`config.mk`:
```
export PLATFORM = sky130hd
export DESIGN_NAME = output_pacer_flat
export DESIGN_NICKNAME = d
export VERILOG_FILES = /design/src/rtl/output_pacer_if.sv /design/src/rtl/output_pacer.sv /design/src/flat_wrapper.sv
export SDC_FILE = /design/constraint.sdc
export NUM_CORES = 1
export LEC_CHECK = 0
export CAP_MARGIN = 20
export CORE_ASPECT_RATIO = 0.7
export CORE_MARGIN = 4
export CORE_UTILIZATION = 46
export DETAILED_ROUTE_END_ITERATION = 6
export PLACE_DENSITY = 0.62
export SYNTH_ARGS = -nofsm -noshare
export SYNTH_HDL_FRONTEND = slang
export SYNTH_SLANG_ARGS = --single-unit
```
`constraint.sdc`:
```
create_clock -name clk -period 4 [get_ports clk]
set_input_delay 1.2 -clock clk [delete_from_list [all_inputs] [get_ports clk]]
set_output_delay 1.2 -clock clk [all_outputs]
set_load 0.05 [all_outputs]
```
`src/rtl/output_pacer_if.sv`:
```
`default_nettype none
// ============================================================================
// Module      : output_pacer_if
// Description : Request/response bundle between a producer of requested
//               output values and the output_pacer block.
// Revision    : 1.0 - initial release
// ============================================================================
interface output_pacer_if;
  logic [7:0] data_in;
  logic       data_valid;
  logic       data_ready;
  logic [7:0] signal_out;
  logic       blanked;

  // Producer side: offers values, observes pacing and the paced output
  modport master (
    output data_in,
    output data_valid,
    input  data_ready,
    input  signal_out,
    input  blanked
  );

  // Pacer side
  modport slave (
    input  data_in,
    input  data_valid,
    output data_ready,
    output signal_out,
    output blanked
  );
endinterface
`default_nettype wire

```
`src/rtl/output_pacer.sv`:
```
`default_nettype none
// ============================================================================
// Module      : output_pacer
// Description : Rate-limits updates of a registered 8-bit output. Each
//               accepted change is held for HOLD_CYCLES cycles; more than
//               RATE_THRESHOLD changes inside one RATE_WINDOW forces the
//               output to SAFE_VALUE for COOLDOWN_CYCLES cycles.
//               Optional build macro OUTPUT_PACER_STICKY_EN: once blanked,
//               the block stays blanked until rst_n is asserted.
//               HOLD_CYCLES and COOLDOWN_CYCLES are expected to be >= 1.
// Revision    : 1.0 - initial release
// ============================================================================
module output_pacer #(
  parameter int         HOLD_CYCLES     = 4,
  parameter int         RATE_WINDOW     = 100,
  parameter int         RATE_THRESHOLD  = 10,
  parameter int         COOLDOWN_CYCLES = 25_000_000,
  parameter logic [7:0] SAFE_VALUE      = 8'h00
) (
  input  wire           clk,
  input  wire           rst_n,
  output_pacer_if.slave bus
);

  localparam int c_WIN_W   = (RATE_WINDOW > 1) ? $clog2(RATE_WINDOW) : 1;
  localparam int c_CNT_W   = (RATE_THRESHOLD > 0) ? $clog2(RATE_THRESHOLD + 1) : 1;
  localparam int c_TMR_MAX = (HOLD_CYCLES > COOLDOWN_CYCLES) ? HOLD_CYCLES : COOLDOWN_CYCLES;
  // Timer counts down from (duration - 1) to 0, so it never holds the full duration
  localparam int c_TMR_W   = (c_TMR_MAX > 1) ? $clog2(c_TMR_MAX) : 1;

  localparam logic [c_WIN_W-1:0] c_WIN_LAST  = c_WIN_W'(RATE_WINDOW - 1);
  localparam logic [c_WIN_W-1:0] c_WIN_ONE   = c_WIN_W'(1);
  localparam logic [c_CNT_W-1:0] c_CNT_LIMIT = c_CNT_W'(RATE_THRESHOLD);
  localparam logic [c_CNT_W-1:0] c_CNT_ONE   = c_CNT_W'(1);
  localparam logic [c_TMR_W-1:0] c_TMR_ONE   = c_TMR_W'(1);
  localparam logic [c_TMR_W-1:0] c_HOLD_LOAD = c_TMR_W'(HOLD_CYCLES - 1);
  localparam logic [c_TMR_W-1:0] c_COOL_LOAD = c_TMR_W'(COOLDOWN_CYCLES - 1);

  typedef enum logic [1:0] {
    ST_IDLE     = 2'd0,
    ST_HOLD     = 2'd1,
    ST_COOLDOWN = 2'd2
  } state_t;

  state_t             r_state;
  logic [c_TMR_W-1:0] r_tmr;
  logic [c_WIN_W-1:0] r_win_cnt;
  logic [c_CNT_W-1:0] r_upd_cnt;
  logic [7:0]         r_signal_out;
  logic               r_blanked;
  logic               r_data_ready;

  logic               w_accept;
  logic               w_differs;
  logic               w_wrap;
  logic [c_CNT_W-1:0] w_cnt_eff;
  logic               w_under_limit;
  logic               w_update;
  logic               w_violate;

  // data_ready is a registered copy of (state == IDLE), so it gates acceptance
  assign w_accept      = bus.data_valid & r_data_ready;
  assign w_differs     = (bus.data_in != r_signal_out);
  assign w_wrap        = (r_state != ST_COOLDOWN) && (r_win_cnt == c_WIN_LAST);
  // On a wrap edge the old window's count is discarded before the limit check,
  // so an update landing on that edge is the first of the new window
  assign w_cnt_eff     = w_wrap ? '0 : r_upd_cnt;
  assign w_under_limit = (w_cnt_eff < c_CNT_LIMIT);
  assign w_update      = w_accept & w_differs & w_under_limit;
  assign w_violate     = w_accept & w_differs & ~w_under_limit;

  assign bus.data_ready = r_data_ready;
  assign bus.signal_out = r_signal_out;
  assign bus.blanked    = r_blanked;

  // Rate-measurement window and per-window update count; both parked at 0 while blanked
  always_ff @(posedge clk or negedge rst_n) begin
    if (!rst_n) begin
      r_win_cnt <= '0;
      r_upd_cnt <= '0;
    end else if (r_state == ST_COOLDOWN) begin
      r_win_cnt <= '0;
      r_upd_cnt <= '0;
    end else begin
      r_win_cnt <= w_wrap ? '0 : (r_win_cnt + c_WIN_ONE);
      r_upd_cnt <= w_update ? (w_cnt_eff + c_CNT_ONE) : w_cnt_eff;
    end
  end

  // Pacing FSM with registered output value, blanking flag and ready
  always_ff @(posedge clk or negedge rst_n) begin
    if (!rst_n) begin
      r_state      <= ST_IDLE;
      r_tmr        <= '0;
      r_signal_out <= SAFE_VALUE;
      r_blanked    <= 1'b0;
      r_data_ready <= 1'b1;
    end else begin
      case (r_state)
        ST_IDLE: begin
          if (w_update) begin
            r_signal_out <= bus.data_in;
            r_tmr        <= c_HOLD_LOAD;
            r_state      <= ST_HOLD;
            r_data_ready <= 1'b0;
          end else if (w_violate) begin
            // The offending request is dropped; the output goes to its safe value
            r_signal_out <= SAFE_VALUE;
            r_blanked    <= 1'b1;
            r_tmr        <= c_COOL_LOAD;
            r_state      <= ST_COOLDOWN;
            r_data_ready <= 1'b0;
          end
        end
        ST_HOLD: begin
          if (r_tmr == '0) begin
            r_state      <= ST_IDLE;
            r_data_ready <= 1'b1;
          end else begin
            r_tmr <= r_tmr - c_TMR_ONE;
          end
        end
        ST_COOLDOWN: begin
`ifdef OUTPUT_PACER_STICKY_EN
          // Latched fault: only rst_n leaves this state
          r_state      <= ST_COOLDOWN;
          r_blanked    <= 1'b1;
          r_data_ready <= 1'b0;
`else
          if (r_tmr == '0) begin
            // signal_out keeps SAFE_VALUE until the next accepted update
            r_state      <= ST_IDLE;
            r_blanked    <= 1'b0;
            r_data_ready <= 1'b1;
          end else begin
            r_tmr <= r_tmr - c_TMR_ONE;
          end
`endif
        end
        default: begin
          r_state      <= ST_IDLE;
          r_blanked    <= 1'b0;
          r_data_ready <= 1'b1;
        end
      endcase
    end
  end

endmodule
`default_nettype wire

```
`src/flat_wrapper.sv`:
```
// flat-port wrapper written by rule: the top's interface ports become plain ports
module output_pacer_flat 
#(
  parameter int         HOLD_CYCLES     = 4,
  parameter int         RATE_WINDOW     = 100,
  parameter int         RATE_THRESHOLD  = 10,
  parameter int         COOLDOWN_CYCLES = 25_000_000,
  parameter logic [7:0] SAFE_VALUE      = 8'h00
)
  (clk, rst_n, bus_data_in, bus_data_valid, bus_data_ready, bus_signal_out, bus_blanked);
  output_pacer_if bus_i ();
  input  wire clk;
  input  wire rst_n;
  input wire logic [$bits(bus_i.data_in)-1:0] bus_data_in;
  input wire logic [$bits(bus_i.data_valid)-1:0] bus_data_valid;
  output wire logic [$bits(bus_i.data_ready)-1:0] bus_data_ready;
  output wire logic [$bits(bus_i.signal_out)-1:0] bus_signal_out;
  output wire logic [$bits(bus_i.blanked)-1:0] bus_blanked;
  assign bus_i.data_in = bus_data_in;
  assign bus_i.data_valid = bus_data_valid;
  assign bus_data_ready = bus_i.data_ready;
  assign bus_signal_out = bus_i.signal_out;
  assign bus_blanked = bus_i.blanked;
  output_pacer #(.HOLD_CYCLES(HOLD_CYCLES), .RATE_WINDOW(RATE_WINDOW), .RATE_THRESHOLD(RATE_THRESHOLD), .COOLDOWN_CYCLES(COOLDOWN_CYCLES), .SAFE_VALUE(SAFE_VALUE)) u_core (.clk(clk), .rst_n(rst_n), .bus(bus_i));
endmodule
```
==> Yosys cells after proc, flatten, opt, wreduce, memory -nomap -nowiden <==
Index checks and enable logic that the tools add are counted.
{ "totals": {"ff_bits": 48, "in_bits": 11, "output_inout_bits": 10, "wordCells": 61} }
{ "op_classes": {"add_sub_neg": 3, "order_cmp": 1, "n_eq_ne": 11, "mux": 23, "bitwise": 6, "n_reduce_logical": 10} }
{ "op_table": {"columns": ["op", "n"], "rows": [
  ["2-to-1 mux 25 bit", 3],
  ["case mux 25 bit (2 select lines)", 1],
  ["zero test 25 bit", 1],
  ["subtractor 25 x 1 -> 25 bit (second input constant)", 1],
  ["2-to-1 mux 8 bit", 2],
  ["2-to-1 mux 7 bit", 2],
  ["2-to-1 mux 4 bit", 3],
  ["!= test 2 bit (second input constant)", 4],
  ["!= test 8 bit", 1],
  ["adder 7 x 1 -> 7 bit (second input constant)", 1],
  ["== test 7 bit (second input constant)", 1],
  ["2-to-1 mux 1 bit", 6],
  ["2-to-1 mux 2 bit", 3],
  ["adder 4 x 1 -> 4 bit (second input constant)", 1],
  ["AND 1 bit", 4],
  ["< comparator 4 bit (second input constant)", 1],
  ["!= test 2 x 1 -> 1 bit (second input constant)", 2],
  ["case mux 2 bit (2 select lines)", 1],
  ["AND reduction 2 bit", 2],
  ["AND reduction 4 bit", 1],
  ["nonzero test 2 bit", 2],
  ["!= test 3 x 1 -> 1 bit (second input constant)", 1],
  ["case mux 1 bit (3 select lines)", 1],
  ["AND reduction 3 bit", 1],
  ["other kinds (7)", 8]
]} }

==> Longest topological paths before layout <==
Gate-level depths: netlist (run 1).
{ "depth": {"ltp_word": 9, "depth_mapped": 9, "mapped_depth_nobuf": 9} }

==> Least setup slack after synthesis (run 1) <==
Ideal clock, no wire load.
{ "synth_timing": {"path_type": "input-to-reg", "start": "input bus_data_in[7]", "end": "register u_core.r_tmr[14]", "setup_ns": 0.149, "t_arrival_ns": 2.660, "t_required_ns": 3.851, "path_slack_ns": 1.192, "cell_stages": 7, "path_buffers": 1, "cell_sequence": "xor2_1 > nor4_1 > a21oi_1 > clkbuf_1 > nand3_1 > a21oi_1 > a22oi_1"} }
{ "synth_via": {"elab_chain_cells": 5, "elab_cells_between_ends": 8, "classes_between": "eq/ne: 2; mux: 2; bitwise: 3; reduce/logical: 1"} }
{ "synth_lines": {"columns": ["item", "line", "source"], "rows": [
  ["from (decl)", "flat_wrapper.sv:14", "input wire logic [$bits(bus_i.data_in)-1:0] bus_data_in;"],
  ["!= test 8 bit (*)", "output_pacer.sv:63", "assign w_differs = (bus.data_in != r_signal_out);"],
  ["AND 1 bit (*)", "output_pacer.sv:69, output_pacer.sv:70", null],
  ["AND 1 bit, on equally long branches", "output_pacer.sv:70, output_pacer.sv:69", null],
  ["!= test 3 x 1 -> 1 bit (no source line) / 2-to-1 mux 25 bit (equally long branches)", null, null],
  ["AND reduction 3 bit (no source line) / case mux 25 bit (2 select lines) (equally long branches)", null, null],
  ["to (signal assigned)", "output_pacer.sv:103", "r_tmr <= c_HOLD_LOAD;"],
  ["to (signal assigned)", "output_pacer.sv:110", "r_tmr <= c_COOL_LOAD;"],
  ["to (signal assigned)", "output_pacer.sv:120", "r_tmr <= r_tmr - c_TMR_ONE;"],
  ["to (decl)", "output_pacer.sv:46", "logic [c_TMR_W-1:0] r_tmr;"]
]} }
Mark *: on every way between the ends. The rest lies on a longest branch, timed or not.
A chain may end at the register's enable or synchronous reset.

==> Worst setup path in the final report (run 1) <==
{ "layout_timing": {"start": "input bus_data_in[7]", "end": "register u_core.r_tmr[16]"} }
The elaborated chain is that of the path after synthesis.

==> run summary, run 1 <==
Post-Syn Area per Cell - 9.00 um^2
DRT antenna net count - 0
CTS tree - built
layout cells sized above 1 - 0.0854
Initial Utilization - 0.475
outcome - finished clean
Synth cell types - 54
setup TNS - 0 ns
die height - 72.5 um
Clock Pin Slew Worst Setup and Hold Paths - 0.08 ns
Cell Int Power - 1320 uW
switching power - 1160 uW
P_leak - 0.00132 uW
Tmin final - 3.25 ns
register share of total power - 0.350
core area - 5760 um^2
final WL - 6050 um
Clock Skew - 0.0105 ns
number of CTS-inserted buffers - 5
synthesis warning total - 0
WL met1 - 3310 um
CP required - 4.14 ns
FF/Latch Area - 1200 um^2
startpoint types - input port
via count - 2232
IO Pins - 21
CP Data Arrival Time - 3.39 ns
Layout area overhead - 13.1%
CTS Buffer Depth - 2
sequential fraction of the synthesis area - 0.440
clock network fraction of design power - 0.112
Routed met3 length - 269 um
final setup vio count - 0
Slew @ Worst Pin - 0.969 ns
Clock Tree Root - clkbuf_8
later-pin clock latency in the skew report - 0.30 ns
Top Layer Used - met4
Setup crit end kind - flop
RSZ-0062 raised after global routing - no
Slew Viols, Final - 0
Final Hold Fails - 0
Synth Register Bits - 48
hold crit path type - reg2reg
Die W - 100 um
Syn Inst Count - 304
Ant. Diodes - 0
placer congestion estimate - 0.820
Crit Path Category - in2reg
drt first pass iters - 4
Multi-input gate area - 1420 um^2
# DRC - 0
clk sinks - 48
Syn Std Cell Area - 2740 um^2
row cnt - 23
peak supply drop - 0.000405 V
Via-to-Cell Ratio - 5.54
Max transition margin - 0.348
largest fanout on the critical path - 9
Wirelength per Cell - 15.0 um
post-CTS setup buffers - 0
CTS HTree Levels - 2
hpwl dp - 4350 um
commonest non-fill, non-tap cell in the layout - dfrtp_1
ys async rst share - 1.00
number of flops mapped to enable cells by yosys - 0
fillers - 538
vias in the first global route - 2070
largest net degree at the start of global routing - 29
die area - 7260 um^2
nets - 346
grt ovf - 0
post-CTS sizing - 0
PwrDens - 801 nW/um^2
sw frac - 0.468
Synthesized Nets - 323
max-cap viol count - 0
initial antenna violation count - 0
first-pass GRT wire length - 10700 um
Tot GR Track Use - 0.183
most frequent cells in the layout - 47 x dfrtp_1, 35 x nor2_1, 35 x nand2_1
combinational power share - 0.538
Starting DRT DRC Count - 121
hold_buf cts - 0
WL met2 - 2440 um
port bufs - 20
top_reg_cell synth - dfrtp_1
fmax - 308 MHz
Final Cycle Share - 0.812
Final Power - 2480 uW
-- critical path, cell delays in order --
cell and delay, ns:
clkdlybuf4s50_1 0.49, xor2_1 0.16, nor4_1 0.10, a21oi_1 0.42, buf_4 0.25, o21ai_0 0.08, a21oi_1 0.50, a22oi_1 0.18
-- power by group through the flow --
stage               clock [uW]  combinational, uW  sequential [uW]
floorplan                    0                875              982
global placement             0               1320              869
detailed placement           0               1340              872
CTS                        287               1340              866
global route               313               1500              900
finish                     277               1330              868
-- cells by family (layout without fill, tap and decap cells) --
kind of cell             count (synthesis)  count (layout)  synth area share
adder cells (fa/ha/maj)                  8               8            0.0366
XOR/XNOR                                15              15            0.0480
flip-flops                              48              48             0.440
AND/OR/NAND/NOR                        116             116             0.208
multiplexers                             1               1           0.00366
buffers and inverters                   25              49            0.0416
AO/OA/AOI/OAI                           91              91             0.222
-- per-stage QoR --
step                utilization  worst slack [ns]  hold slack [ns]  instance area (um^2)  std cells
finish                    0.537             0.750            0.472                  3090        403
global route              0.537             0.500            0.501                  3090        403
CTS                       0.537             0.706            0.470                  3090        403
detailed placement        0.523             0.403            0.457                  3010        395
global placement          0.523             0.447            0.454                  3010        395
floorplan                     -              1.19            0.432                  2740        304
-- flip-flops by register name (all words and copies together), names as in the netlist --
name and flops:
u_core.bus.blanked 1, u_core.bus.data_ready 1, u_core.bus.signal_out 8, u_core.r_state 2
u_core.r_tmr 25, u_core.r_upd_cnt 4, u_core.r_win_cnt 7
-- final timing paths --
| path | start | endpoint | slack (ns) | depth (start not counted) |
|---|---|---|---|---|
| min in group asynchronous | rst_n | u_core.bus.signal_out[7] | 0.92 | 1 |
| hold reg to reg | u_core.r_win_cnt[0] | u_core.r_win_cnt[0] | 0.47 | 1 |
| max in group asynchronous | rst_n | u_core.bus.data_ready | 2.30 | 2 |
| hold / removal | u_core.r_win_cnt[0] | u_core.r_win_cnt[0] | 0.47 | 1 |
| setup / recovery | bus_data_in[7] | u_core.r_tmr[16] | 0.75 | 8 |
| setup reg to reg | u_core.r_state[0] | u_core.r_tmr[16] | 1.08 | 8 |
-- layout make-up --
class,instances,share of cell area
Timing Repair Buffer,26,0.0777
Clock buffer,7,0.0247
Multi-Input combinational cell,231,0.459
Inverter,15,0.0182
Tap cell,75,0.0303
Clock inverter,1,0.00162
Sequential cell,48,0.389
-- per-layer routing --
layer	vias up	track usage
met3	2	0.0365
met5	-	0
met1	1056	0.296
met2	37	0.253
li1	1137	-
met4	0	0.0314
-- cell usage after synthesis, drive strengths merged, types with 8 or more instances --
cell type	count	area [um^2]
a21oi	14	70.1
dfrtp	47	1180
ha	8	100
inv	14	52.6
nand2	35	131
nand3	9	45.0
nor2	36	138
o21ai	31	159
xor2	11	96.3
(Power assumes the default switching activity.)
==> inputs of run 2 (changes only) <==
- clock period: 4 -> 3.35 ns (I/O delays scaled with it)
==> run summary, run 2 (synthesized netlist as in run 1, its figures left out) <==
Die W - 100 um (unchanged)
Final Instance Count excl. Fillers - 408 (+1.2%)
first-pass GRT wire length - 10800 um (+1.5%)
fmax - 335 MHz
hold crit path type - reg2reg
placer congestion estimate - 0.774 (-5.5%)
Slew @ Worst Pin - 0.690 ns (-0.279 ns)
worst path bufs/invs - 2 (unchanged)
final setup vio count - 0 (unchanged)
Critical Path Max Stage Delay - 0.52 ns (+0.02 ns)
RSZ-0062 raised after global routing - no
Tmin final - 2.99 ns
IO Pins - 21 (unchanged)
FF/Latch Area - 1200 um^2 (unchanged)
clock network fraction of design power - 0.120 (+0.008)
Ant. Diodes - 0 (unchanged)
layout cells sized above 1 - 0.105 (+0.0197)
commonest non-fill, non-tap cell in the layout - dfrtp_1
clk sinks - 48 (unchanged)
hold wc startpoint - u_core.r_win_cnt[0]
hpwl dp - 4340 um (-0.40%)
Multi-input gate area - 1420 um^2 (unchanged)
Reg-to-Reg Start - u_core.r_tmr[11]
Wirelength per Cell - 15.1 um (+0.23%)
vias in the first global route - 2127 (+2.8%)
Crit Path Category - in2reg
most used cell, CP - a21oi_1
Starting DRT DRC Count - 108 (-11%)
P_leak - 0.00135 uW (+2.8%)
Cell Int Power - 1640 uW (+24%)
CP delay by family, top - compound AO/OA/AOI/OAI gates
max reg flops - 25 (unchanged)
most frequent cells in the layout - 47 x dfrtp_1, 35 x nor2_1, 35 x nand2_1
CP Launch Point - bus_data_in[7]
CTS HTree Levels - 2 (unchanged)
Setup crit end kind - flop
Clock Pin Slew Worst Setup and Hold Paths - 0.09 ns (about the same)
CP required - 3.51 ns (-0.63 ns)
largest net degree at the start of global routing - 26 (-10%)
die height - 72.5 um (unchanged)
crit-path cells - clkdlybuf4s50_1, xor2_1, nor4_1, a21oi_1, buf_4, o21ai_0, a21oi_1, a22oi_1
final WL - 6140 um (+1.5%)
hold_buf cts - 0 (unchanged)
core area - 5760 um^2 (unchanged)
post-CTS setup buffers - 0 (unchanged)
switching power - 1410 uW (+21%)
row cnt - 23 (unchanged)
Max transition margin - 0.540 (+0.192)
Clock Tree Root - clkbuf_8
Final Cell Area - 3150 um^2 (+2.0%)
Slew Viols, Final - 0 (unchanged)
DRT antenna net count - 0 (unchanged)
sw frac - 0.462 (-0.00563)
Hold Path Depth - 1 (unchanged)
Final Power - 3040 uW (+23%)
Placed Area - 3060 um^2 (+1.7%)
post-CTS sizing - 0 (unchanged)
CTS Buffer Depth - 2 (unchanged)
Clock Skew - 0.00791 ns (-0.00262 ns)
combinational power share - 0.541 (+0.003)
largest register by flop count - u_core.r_tmr
Final Cycle Share - 0.892
drt first pass iters - 4 (unchanged)
peak supply drop - 0.000450 V (+11%)
port bufs - 20 (unchanged)
fillers - 531 (-1.3%)
WP depth - 8 (unchanged)
die area - 7260 um^2 (unchanged)
final core occ - 0.548 (+0.0107)
startpoint types - input port
nets - 351 (+1.4%)
CP Data Arrival Time - 3.14 ns (-0.25 ns)
number of CTS-inserted buffers - 5 (unchanged)
slowest cell on the critical path - a21oi_1
max-cap viol count - 0 (unchanged)
outcome - finished clean
# DRC - 0 (unchanged)
Layout area overhead - 15.3%
Final Hold Fails - 0 (unchanged)
grt ovf - 0 (unchanged)
CTS tree - built
Tot GR Track Use - 0.185 (+0.00211)
register share of total power - 0.339 (-0.011)
Post-Place Cells - 400 (+1.3%)
PwrDens - 964 nW/um^2 (+20%)
reg2reg path depth - 7 (-1)
initial antenna violation count - 0 (unchanged)
setup TNS - 0 ns (unchanged)
largest fanout on the critical path - 9 (unchanged)
later-pin clock latency in the skew report - 0.31 ns (about the same)
Initial Utilization - 0.475 (unchanged)
via count - 2272 (+1.8%)
Via-to-Cell Ratio - 5.57 (+0.54%)
[run 2: cell count changes in the layout (fill, tap and decap cells not counted)]
cell / change
buf_12: +1
buf_4: +4
clkbuf_1: -2
clkbuf_8: +1
clkinv_2: +1
[run 2: per-stage QoR]
| stage | worst slack [ns] | hold WS, ns |
|---|---|---|
| after CTS | 0.367 | 0.475 |
| after detailed placement | 0.0370 | 0.464 |
| after floorplan | 0.737 | 0.432 |
| after global placement | 0.126 | 0.457 |
| after global routing | 0.138 | 0.468 |
| final | 0.363 | 0.467 |
[run 2: cell type report]
type                            count  area share
Clock buffer                        6      0.0262
Clock inverter                      2     0.00317
Inverter                           15      0.0179
Multi-Input combinational cell    231       0.450
Sequential cell                    48       0.381
Tap cell                           75      0.0298
Timing Repair Buffer               31      0.0920
[run 2: power by group through the flow]
stage               Combinational, uW  Clock, uW  Sequential, uW
global route                     1830        399            1070
detailed placement               1640          0            1040
floorplan                        1040          0            1170
CTS                              1650        375            1030
global placement                 1620          0            1040
finish                           1650        365            1030
[run 2: metal layers]
| layer | GRT usage | wire length, um | up-vias |
|---|---|---|---|
| li1 | - | - | 1143 |
| met1 | 0.286 | 3320 | 1080 |
| met2 | 0.264 | 2440 | 41 |
| met3 | 0.0375 | 308 | 8 |
| met4 | 0.0493 | 72 | 0 |
| met5 | 0 | 0 | - |
[run 2: worst paths after layout]
path | to | slack (ns)
worst max-delay path | u_core.r_tmr[14] | 0.36
worst min-delay path | u_core.r_win_cnt[0] | 0.47
worst max register to register | u_core.r_tmr[13] | 0.69
worst min register to register | u_core.r_win_cnt[0] | 0.47
max in group asynchronous | u_core.bus.data_ready | 2.32
min in group asynchronous | u_core.bus.signal_out[7] | 0.48
==> edit, RTL diff (config.mk and constraints of run 1) <==
Add a define of `OUTPUT_PACER_STICKY_EN`.
--- a/src/rtl/output_pacer.sv
+++ b/src/rtl/output_pacer.sv
@@ -10,6 +10,8 @@
 //               HOLD_CYCLES and COOLDOWN_CYCLES are expected to be >= 1.
 // Revision    : 1.0 - initial release
 // ============================================================================
+`define OUTPUT_PACER_STICKY_EN
+
 module output_pacer #(
   parameter int         HOLD_CYCLES     = 4,
   parameter int         RATE_WINDOW     = 100,
Function: same outputs for any inputs over 10 cycles, from zero or initial values and one cycle with rst_n low; that may be too few to reach the edited logic, so the function may still have changed.
==> edit against run 1 <==
Register-to-register slack better by 0.53 ns. Die area down 1.2%. Synthesized cell count down 9.2%. Routed wire length unchanged. Sequential cell count unchanged. Area after synthesis down 1.3%. Worst setup slack better by 0.12 ns. Design area down 1.7%. Non-clock buffer count down 3.
Power is not compared: it rests on default switching activity, and its combinational part moved more than twofold at a synthesized area within 25%.
==> edit: results (changes against run 1) <==
Outcome
  • Outcome: finished, final reports clean (unchanged)

Setup path
  • Master of the slowest instance on the critical path: sky130_fd_sc_hd__nor4_1 (was sky130_fd_sc_hd__a21oi_1)
  • FF-to-FF path depth: 5 (was 8)
  • Slack of the worst reg-to-reg path: 1.61 ns (was 1.08 ns)
  • Max FO, Critical Path: 13 (was 9)
  • Max stage delay on crit path: 0.60 ns (was 0.50 ns)
  • Arrival @ worst endpoint: 3.32 ns (was 3.39 ns)
  • Reg-to-Reg End: u_core.r_tmr[18] (was u_core.r_tmr[16])

Place
  • Placed cell areas: 2930 µm² (was 3010 µm²)
  • Total half-perimeter wirelength after legalization and detailed placement: 4.26 mm (was 4.35 mm)
  • Placement-stage worst setup slack: 0.559 ns (was 0.403 ns)
  • Global placer's final weighted congestion: 0.797 (was 0.820)
  • Total placed cells including tap cells: 362 (was 395)

Global route
  • Met1 Resource Use GR: 27.2% (was 29.6%)
  • Met3 global-route usage: 3.46% (was 3.65%)
  • Global-route wire length before repair: 10.3 mm (was 10.7 mm)
  • GRT Total Usage: 18.1% (was 18.3%)

Detailed routing
  • M1 wire length: 3.18 mm (was 3.31 mm)
  • Iter 0 DRT Violations: 137 (was 121)

Cells and area
  • Fraction of layout cells with a size suffix above 1: 10.2% (was 8.54%)
  • Fillers: 523 (was 538)
  • Number of nets at the end of the flow: 309 (was 346)

Timing
  • Maximum clock skew at final layout: 0.0135 ns (was 0.0105 ns)
  • Minimum hold slack: 0.489 ns (was 0.472 ns)
  • Slew headroom: 37.4% (was 34.8%)
  • Clock period minus final worst setup slack: 3.13 ns (was 3.25 ns)

Synth
  • Share of synthesized area occupied by flip-flops and latches: 44.5% (was 44.0%)
  • Multiplexer area fraction after synthesis: 0.371% (was 0.366%)
  • Fraction of the mapped netlist area in adder cells: 1.85% (was 3.66%)
  • Compound-cell area share of the yosys netlist: 20.2% (was 22.2%)
  • Post-synthesis cell type count: 59 (was 54)
  • Main area contributors after synthesis: sky130_fd_sc_hd__dfrtp_1 44%, sky130_fd_sc_hd__nand2_1 3.8%, sky130_fd_sc_hd__o21ai_0 3.3% (was sky130_fd_sc_hd__dfrtp_1 43%, sky130_fd_sc_hd__o21ai_0 5.5%, sky130_fd_sc_hd__nand2_1 4.8%)
  • Commonest cells post-synth: 47 x sky130_fd_sc_hd__dfrtp_1, 27 x sky130_fd_sc_hd__nand2_1, 22 x sky130_fd_sc_hd__nor2_1 (was 47 x sky130_fd_sc_hd__dfrtp_1, 35 x sky130_fd_sc_hd__nand2_1, 35 x sky130_fd_sc_hd__nor2_1)

Clock tree
  • Clock-pin slew reported for the worst setup and hold paths after clock tree synthesis: 0.10 ns (was 0.08 ns)
edit: cell types whose count changed in the layout (fill, tap and decap cells not counted), sizes merged, moves of 5 or more:
cell   change
nor3       +6
a211o      +9
inv       -10
or3        +5
nor2      -13
o21ai     -13
a22oi      -5
nand2      -6
nor2b      +5
edit: worst reg2reg max path, stage by stage (launching register included):
cell	delay, ns
sky130_fd_sc_hd__dfrtp_1	0.44
sky130_fd_sc_hd__nor4b_1	0.41
sky130_fd_sc_hd__nand4_1	0.27
sky130_fd_sc_hd__nand2b_1	0.45
sky130_fd_sc_hd__nor2_1	0.35
sky130_fd_sc_hd__a2111o_1	0.36
edit: cell type report:
class / count / area (µm²) / share of cell area, %
multi-input cells: 213 / 1400 / 46.1
flip-flops and latches: 48 / 1200 / 39.5
repair buffers: 23 / 218 / 7.16
well taps: 75 / 93.8 / 3.09
clock buffers: 5 / 68.8 / 2.26
clock inverters: 3 / 46.3 / 1.52
inverters: 3 / 11.3 / 0.370
edit: report_power, final:
part,internal (W),leakage [nW],switching (W)
Combinational,0.0000111,0.637,0.0000150
Clock,0.000188,0.0548,0.000174
Sequential,0.000485,0.581,0
Total,0.000684,1.27,0.000189
edit: how the worst max path moves through the flow:
stage / endpoint / slack [ns] / cells after the start
floorplan: u_core.r_tmr[22] / 1.27 / 6
global placement: u_core.r_tmr[13] / 0.65 / 6
detailed placement: u_core.r_tmr[13] / 0.56 / 6
CTS: u_core.r_tmr[13] / 0.89 / 6
global route: u_core.r_tmr[18] / 0.69 / 6
finish: u_core.r_tmr[18] / 0.87 / 6
edit: cell families after synthesis:
kind of cell	Yosys count
flip-flops	48
multiplexers	1
buffers and inverters	15
AO/OA/AOI/OAI	75
XOR/XNOR	14
adder cells (fa/ha/maj)	4
AND/OR/NAND/NOR	119
